$ cat src/rtl/multibyte_add_seq.sv
// Wide unsigned adder built by stepping one shared 8-bit adder across the
// operand bytes, LSB first, with the inter-byte carry held in a register.

module eight_bit_adder (
    input  logic [7:0] a_i,
    input  logic [7:0] b_i,
    input  logic       ci_i,
    output logic [7:0] so_o,
    output logic       co_o
);
    // Single byte of ripple addition; the only adder in the sequencer.
    always_comb begin
        {co_o, so_o} = {1'b0, a_i} + {1'b0, b_i} + {8'd0, ci_i};
    end
endmodule

module multibyte_add_seq #(
    parameter int NBYTES = 4
) (
    input  logic                clk,
    input  logic                rst_n,
    input  logic                start,
    input  logic [8*NBYTES-1:0] a,
    input  logic [8*NBYTES-1:0] b,
    input  logic                ci,
    output logic                busy,
    output logic                done,
    output logic [8*NBYTES-1:0] sum,
    output logic                co
);
    localparam int W    = 8 * NBYTES;
    localparam int IDXW = (NBYTES > 1) ? $clog2(NBYTES) : 1;
    localparam logic [IDXW-1:0] LAST_IDX = IDXW'(NBYTES - 1);

    typedef enum logic [1:0] {
        ST_IDLE = 2'd0,
        ST_RUN  = 2'd1,
        ST_DONE = 2'd2
    } state_t;

    state_t          state_q;
    logic [W-1:0]    a_q;
    logic [W-1:0]    b_q;
    logic [W-1:0]    part_q;
    logic [W-1:0]    sum_q;
    logic [IDXW-1:0] idx_q;
    logic            carry_q;
    logic            co_q;
    logic            busy_q;
    logic            done_q;

    logic [7:0]      a_byte_s;
    logic [7:0]      b_byte_s;
    logic [7:0]      add_so_s;
    logic            add_co_s;
    logic [W-1:0]    part_d;
    logic            accept_s;

    // Operand byte select for the shared adder and the partial result with
    // the current byte merged in (this becomes sum on the final byte).
    always_comb begin
        a_byte_s = a_q[8*int'(idx_q) +: 8];
        b_byte_s = b_q[8*int'(idx_q) +: 8];
        part_d   = part_q;
        part_d[8*int'(idx_q) +: 8] = add_so_s;
        accept_s = start && ((state_q == ST_IDLE) || (state_q == ST_DONE));
    end

    eight_bit_adder u_adder (
        .a_i  (a_byte_s),
        .b_i  (b_byte_s),
        .ci_i (carry_q),
        .so_o (add_so_s),
        .co_o (add_co_s)
    );

    // Sequencer FSM with registered status and result outputs.
    always_ff @(posedge clk or negedge rst_n) begin
        if (!rst_n) begin
            state_q <= ST_IDLE;
            a_q     <= '0;
            b_q     <= '0;
            part_q  <= '0;
            sum_q   <= '0;
            idx_q   <= '0;
            carry_q <= 1'b0;
            co_q    <= 1'b0;
            busy_q  <= 1'b0;
            done_q  <= 1'b0;
        end else if (accept_s) begin
            // Same acceptance from IDLE or DONE, which gives back-to-back adds.
            a_q     <= a;
            b_q     <= b;
            carry_q <= ci;
            part_q  <= '0;
            idx_q   <= '0;
            state_q <= ST_RUN;
            busy_q  <= 1'b1;
            done_q  <= 1'b0;
        end else begin
            case (state_q)
                ST_IDLE: begin
                    done_q <= 1'b0;
                    busy_q <= 1'b0;
                end
                ST_RUN: begin
                    part_q  <= part_d;
                    carry_q <= add_co_s;
                    if (idx_q == LAST_IDX) begin
                        sum_q   <= part_d;
                        co_q    <= add_co_s;
                        idx_q   <= '0;
                        state_q <= ST_DONE;
                        busy_q  <= 1'b0;
                        done_q  <= 1'b1;
                    end else begin
                        idx_q <= idx_q + IDXW'(1);
                    end
                end
                ST_DONE: begin
                    state_q <= ST_IDLE;
                    done_q  <= 1'b0;
                    busy_q  <= 1'b0;
                end
                default: begin
                    state_q <= ST_IDLE;
                    idx_q   <= '0;
                    busy_q  <= 1'b0;
                    done_q  <= 1'b0;
                end
            endcase
        end
    end

    assign busy = busy_q;
    assign done = done_q;
    assign sum  = sum_q;
    assign co   = co_q;

endmodule

$ cat config.mk
export PLATFORM = sky130hd
export DESIGN_NAME = multibyte_add_seq
export DESIGN_NICKNAME = d
export VERILOG_FILES = /design/src/rtl/multibyte_add_seq.sv
export SDC_FILE = /design/constraint.sdc
export NUM_CORES = 1
export LEC_CHECK = 0
export ABC_AREA = 0
export CAP_MARGIN = 20
export CORE_ASPECT_RATIO = 2
export CORE_UTILIZATION = 59
export CTS_BUF_LIST = sky130_fd_sc_hd__clkbuf_4 sky130_fd_sc_hd__clkbuf_8
export CTS_CLUSTER_SIZE = 20
export DETAILED_ROUTE_END_ITERATION = 7
export GPL_TIMING_DRIVEN = 0
export HOLD_SLACK_MARGIN = 0.12
export PLACE_DENSITY = 0.87
export SYNTH_ARGS = -nofsm -noshare
export SYNTH_HDL_FRONTEND = slang
export SYNTH_SLANG_ARGS = --single-unit
$ cat constraint.sdc
create_clock -name clk -period 7.3 [get_ports clk]
set_clock_uncertainty 0.2 [all_clocks]
set_input_delay 1.46 -clock clk [delete_from_list [all_inputs] [get_ports clk]]
set_output_delay 1.46 -clock clk [all_outputs]
set_load 0.005 [all_outputs]
* Yosys cells after proc, flatten, opt, wreduce, memory -nomap -nowiden
Index checks and enable logic that the tools add are counted.
** Cells by class
- Reductions and logical operators :: 7
- Shift operators :: 4
- Equality and inequality tests :: 6
- Bitwise logic cells :: 1
- Multiplexer cells :: 17
- Add/subtract/negate cells :: 4
** Operator list (count)
- two-way mux 32 bit :: 2
- indexed part select 32 x 6 -> 8 bit :: 2
- negator 5 -> 33 bit :: 1
- variable shift 8 x 33 -> 32 bit (first input constant) :: 1
- indexed part select 8 x 33 -> 32 bit :: 1
- bitwise mux 32 bit :: 1
- adder 8 x 8 -> 9 bit :: 1
- adder 9 x 1 -> 9 bit :: 1
- two-way mux 1 bit :: 8
- two-way mux 2 bit :: 4
- one-hot mux 2 bit (2 select lines) :: 2
- equality test 2 bit (second input constant) :: 2
- inequality test 3 bit (second input constant) :: 1
- AND reduction 3 bit :: 1
- adder 2 x 1 -> 2 bit (second input constant) :: 1
- equality test 2 x 1 -> 1 bit (second input constant) :: 1
- logical NOT 2 bit :: 1
- inequality test 2 x 1 -> 1 bit (second input constant) :: 1
- inequality test 2 bit (second input constant) :: 1
- AND reduction 2 bit :: 1
- nonzero test 2 bit :: 1
- OR reduction 2 bit :: 1
- logical AND 1 bit :: 1
- logical OR 1 bit :: 1
- NOT 1 bit :: 1
** Word-level totals
- Flip-flop bits (word level) :: 136

* Logic depth before layout (Yosys ltp)
- Depth after elaboration :: 7
- Depth in mapped cells :: 10

* By module
From an unflattened synthesis, not the netlist that was laid out.
** Second synthesis, totals
- Cell total of the unflattened synthesis :: 475
- Area total of the unflattened synthesis :: 6319.8 µm²
** Modules (own cells, without submodules)
- multibyte_add_seq :: area each 5988.2 µm², cells an instance 433, times used 1
- eight_bit_adder :: area each 331.6 µm², cells an instance 42, times used 1

* Worst setup path before layout
OpenSTA, ideal clock, no wires.
- Path kind :: reg2reg
- From :: reg idx_q[0]
- To :: reg part_q[6]
- Data arrival time :: 2.624 ns
- Cell stages (with the launch flop) :: 11
- Setup time :: 0.121 ns
- Setup slack :: 4.354 ns
- Required time :: 6.979 ns
- Cells stage by stage :: dfrtp_1 buf_6 mux4_2 fa_1 inv_1 fa_1 nand2b_1 a21oi_1 a211oi_2 xnor2_1 a22o_2
** On the way
- Word-level cells in the longest chain between the ends :: 7
- Elaborated cells on any way between the ends :: 10
- Classes of those cells :: add/sub: 3; shift: 4; mux: 3
** RTL lines
- start: declaration :: RTL line 46 : logic [IDXW-1:0] idx_q;
- start signal: assignment :: RTL line 117 : idx_q <= idx_q + IDXW'(1);
- indexed part select 32 x 6 -> 8 bit, on equally long branches :: RTL line 62, 63
- adder 8 x 8 -> 9 bit :: RTL line 13 : {co_o, so_o} = {1'b0, a_i} + {1'b0, b_i} + {8'd0, ci_i};
- adder 9 x 1 -> 9 bit :: RTL line 13
- indexed part select 8 x 33 -> 32 bit :: RTL line 65 : part_d[8*int'(idx_q) +: 8] = add_so_s;
- bitwise mux 32 bit (*) :: RTL line 65
- two-way mux 32 bit (*) :: RTL line 101 : case (state_q)
- two-way mux 32 bit (*) :: RTL line 90 : end else if (accept_s) begin
- end signal: assignment :: RTL line 107 : part_q <= part_d;
- end: declaration :: RTL line 44 : logic [W-1:0] part_q;
Mark *: on every way between the ends. The rest lies on a longest branch, timed or not. The select of a mux whose other input is x is not followed.
A chain may end at the register's enable or synchronous reset.

* Worst setup path in the final report
- From :: reg idx_q[1]
- To :: reg sum_q[14] (netlist: sum[14])
** On the way
- Word-level cells in the longest chain between the ends :: 5
- Elaborated cells on any way between the ends :: 10
- Classes of those cells :: add/sub: 3; eq/ne: 1; shift: 4; mux: 1; reduce/logical: 1
** RTL lines
- indexed part select 32 x 6 -> 8 bit, on equally long branches :: RTL line 62, 63
- adder 8 x 8 -> 9 bit :: RTL line 13
- adder 9 x 1 -> 9 bit :: RTL line 13
- indexed part select 8 x 33 -> 32 bit :: RTL line 65
- bitwise mux 32 bit :: RTL line 65
- end signal: assignment :: RTL line 110 : sum_q <= part_d;
- end: declaration :: RTL line 45 : logic [W-1:0] sum_q;
Parallel ways exist; a longest one is shown, timed or not.

==> results.toml <==
[drt]
final_antenna_net_count = 0
wirelength_um = 15200
drcViolationCount = 0
num_vias = 4475
wire_per_inst_um = 20.8
routed_via_density = 6.13
first_iter_violations = 386
dr.pass1.iters = 4

[sta]
clock.fmax_mhz = 285
slew_headroom = 0.315
rsz0062_at_grt = "false"
setup_viol = 0
slew_viol_final = 0
tns_ns = 0
fin_ws_ns = 3.79
fin_crit_ns = 3.51
timing.final.hold_violations = 0
final.period_utilization = 0.481
holdWs_ns = 0.287
tightest_slew_ns = 1.02

[critical_path]
max_stage_delay_ns = 0.48
r2r_cells = 10
reg2reg_to = "sum[14]"
cp-start-kind = "flop"
crit_chain = "clkbuf_1, mux4_2, fa_1, inv_1, fa_1, nand2b_1, a21oi_1, a211oi_2, xor2_1, o21ai_0"
regToRegSetupSlack_ns = 3.79
worstPathMaxFanout = 8
cp.arrival_ns = 3.63
startpoint = "idx_q[1]"
crit_path_end_kind = "flop"
cpMostUsedCell = "fa_1"
crit_family = "adder cells"
crit_required_ns = 7.42
crit_buf_inv = 2
r2r_start = "idx_q[1]"
slowest_stage = "clkbuf_1"
crit_type = "reg2reg"

[yosys]
synth.cell_area_mm2 = 0.00619
ys_warn_count = 0
synth-edff-count = 0
synth.most_common_cell = "dfrtp_1"
ys_top_cells_by_count = "dfrtp_1, mux2_2, nor2_1"
yosysTopAreaCell = "dfrtp_1"
dominantRegCellSynth = "dfrtp_1"
syn_nets = 544
syn_avg_cell_area_um2 = 13.4
netlist_top_cells_area = "dfrtp_1, mux2_2, mux4_2, a22o_1, ha_1"
synth_top_area_frac = 0.550
ys_async_sr_fraction = 1.00
ys_types = 46
ys_seq_elements = 136
synth_cells = 461
ys_seq_area_frac = 0.550

[floorplanning]
die_h_um = 147
die_width_um = 74.4
die_area_mm2 = 0.0109
core_area_mm2 = 0.0101
io_pins = 103
row_count = 52
start_util = 0.610

[layout]
drive_above_1_share = 0.262
area_delta_synth_final_pct = 25.6
layout.cells.non_filler = 730
n_antenna_cell = 0
layout.nets = 666
fin_util = 0.766
design_area_mm2 = 0.00777

[cts]
cts_root_buf = "clkbuf_8"
path_clk_slew_ns = 0.08
cts_tree = "yes"
post_cts_buffers = 0
cts_hold_buf = 0
cts_buffer_depth = 2
post_cts_resized = 0
htree_levels = 4
clock_sinks = 136
cts_buffers = 17
clk_latency_ns = 0.45

[grt]
grt_pass1_wl_um = 24600
grt_overflow = 0
antenna_found_initial = 0
grt.total_usage = 0.307
grt_pass1_vias = 4824
grt_max_degree = 84

[placement]
place_ws_ns = 3.78
placed_cells = 699
io_buffer_count = 102
dpl_cell_area_mm2 = 0.00741
gp_congestion = 0.966
dp_hpwl_um = 11500

[hold_path]
min_path_type = "reg2reg"
hold_start = "sum[3]"
hold_path_depth = 2
hold_end = "sum[3]"

[outcome]
status = "completed"

[power_and_ir_drop]
power_leakage_nw = 3.38
power.total_mw = 4.22
p_per_area_mw_per_mm2 = 543
vdd_drop_max_mv = 0.398

[flow_run]
max_cap_viol_count = 0
[area by class of cell]
class | instances | area [µm²]
Sequential cell | 136 | 3400
Multi-Input combinational cell | 292 | 2590
Fill cell | 681 | 2380
Timing Repair Buffer | 103 | 1050
Clock buffer | 23 | 292
Tap cell | 135 | 169
Buffer | 22 | 151
Clock inverter | 8 | 73.8
Inverter | 11 | 41.3
[state kept, by name (all words and copies together), names as in the netlist]
signal   cells
a_q         32
b_q         32
part_q      32
sum         32
idx_q        2
state_q      2
busy         1
carry_q      1
co           1
done         1
[tightest hold or removal path: cells and delay by family (launching register included)]
family	cells	cell delay, ns
simple gates	1	0.05
flops	1	0.34
compound gates	1	0.06
[layer usage]
layer | GRT usage | wire length (µm)
met1 | 0.323 | 5000
met2 | 0.512 | 8280
met3 | 0.0631 | 636
met4 | 0.241 | 1260
met5 | 0 | 0
[cells in the final DEF, fill, tap and decap left out, types with 3 or more instances in the layout]
cell	count
buf_4	4
clkbuf_4	5
dfrtp_1	136
nor2_1	35
a22o_2	8
clkinv_2	4
xnor2_1	5
mux2_2	64
buf_2	8
clkdlybuf4s50_1	101
xor2_1	3
inv_1	10
clkbuf_1	4
nand2_1	14
a21oi_1	22
clkbuf_8	20
buf_6	5
and3_1	12
a22oi_1	5
a221oi_1	12
ha_1	13
mux4_2	16
a21oi_2	3
a22o_1	24
a32oi_1	4
o21ai_0	20
nand2b_1	3
[cells by family (layout without fill, tap and decap cells)]
| kind of cell | after synthesis | count (layout) | share of synthesized area |
|---|---|---|---|
| buf+inv | 33 | 167 | 0.0311 |
| simple gates | 79 | 79 | 0.0699 |
| flops | 136 | 136 | 0.550 |
| xor+xnor | 8 | 8 | 0.0113 |
| compound gates | 110 | 110 | 0.130 |
| fa+ha+maj | 15 | 15 | 0.0327 |
| mux | 80 | 80 | 0.175 |
[power by group]
group	total, mW	internal [mW]	switching [mW]
combinational	2.35	1.02	1.33
sequential	1.29	1.09	0.194
clock	0.578	0.298	0.280
[how the worst max path moves through the flow]
stage                     end  slack, ns  depth (start not counted)
finish                sum[14]       3.79                         10
floorplan           part_q[6]       4.35                         10
CTS                   sum[14]       3.79                          9
global route          sum[14]       3.68                         10
global placement      b_q[19]      -0.43                          1
detailed placement    sum[14]       3.78                         10
No activity file was read; power rests on OpenSTA's default activity.
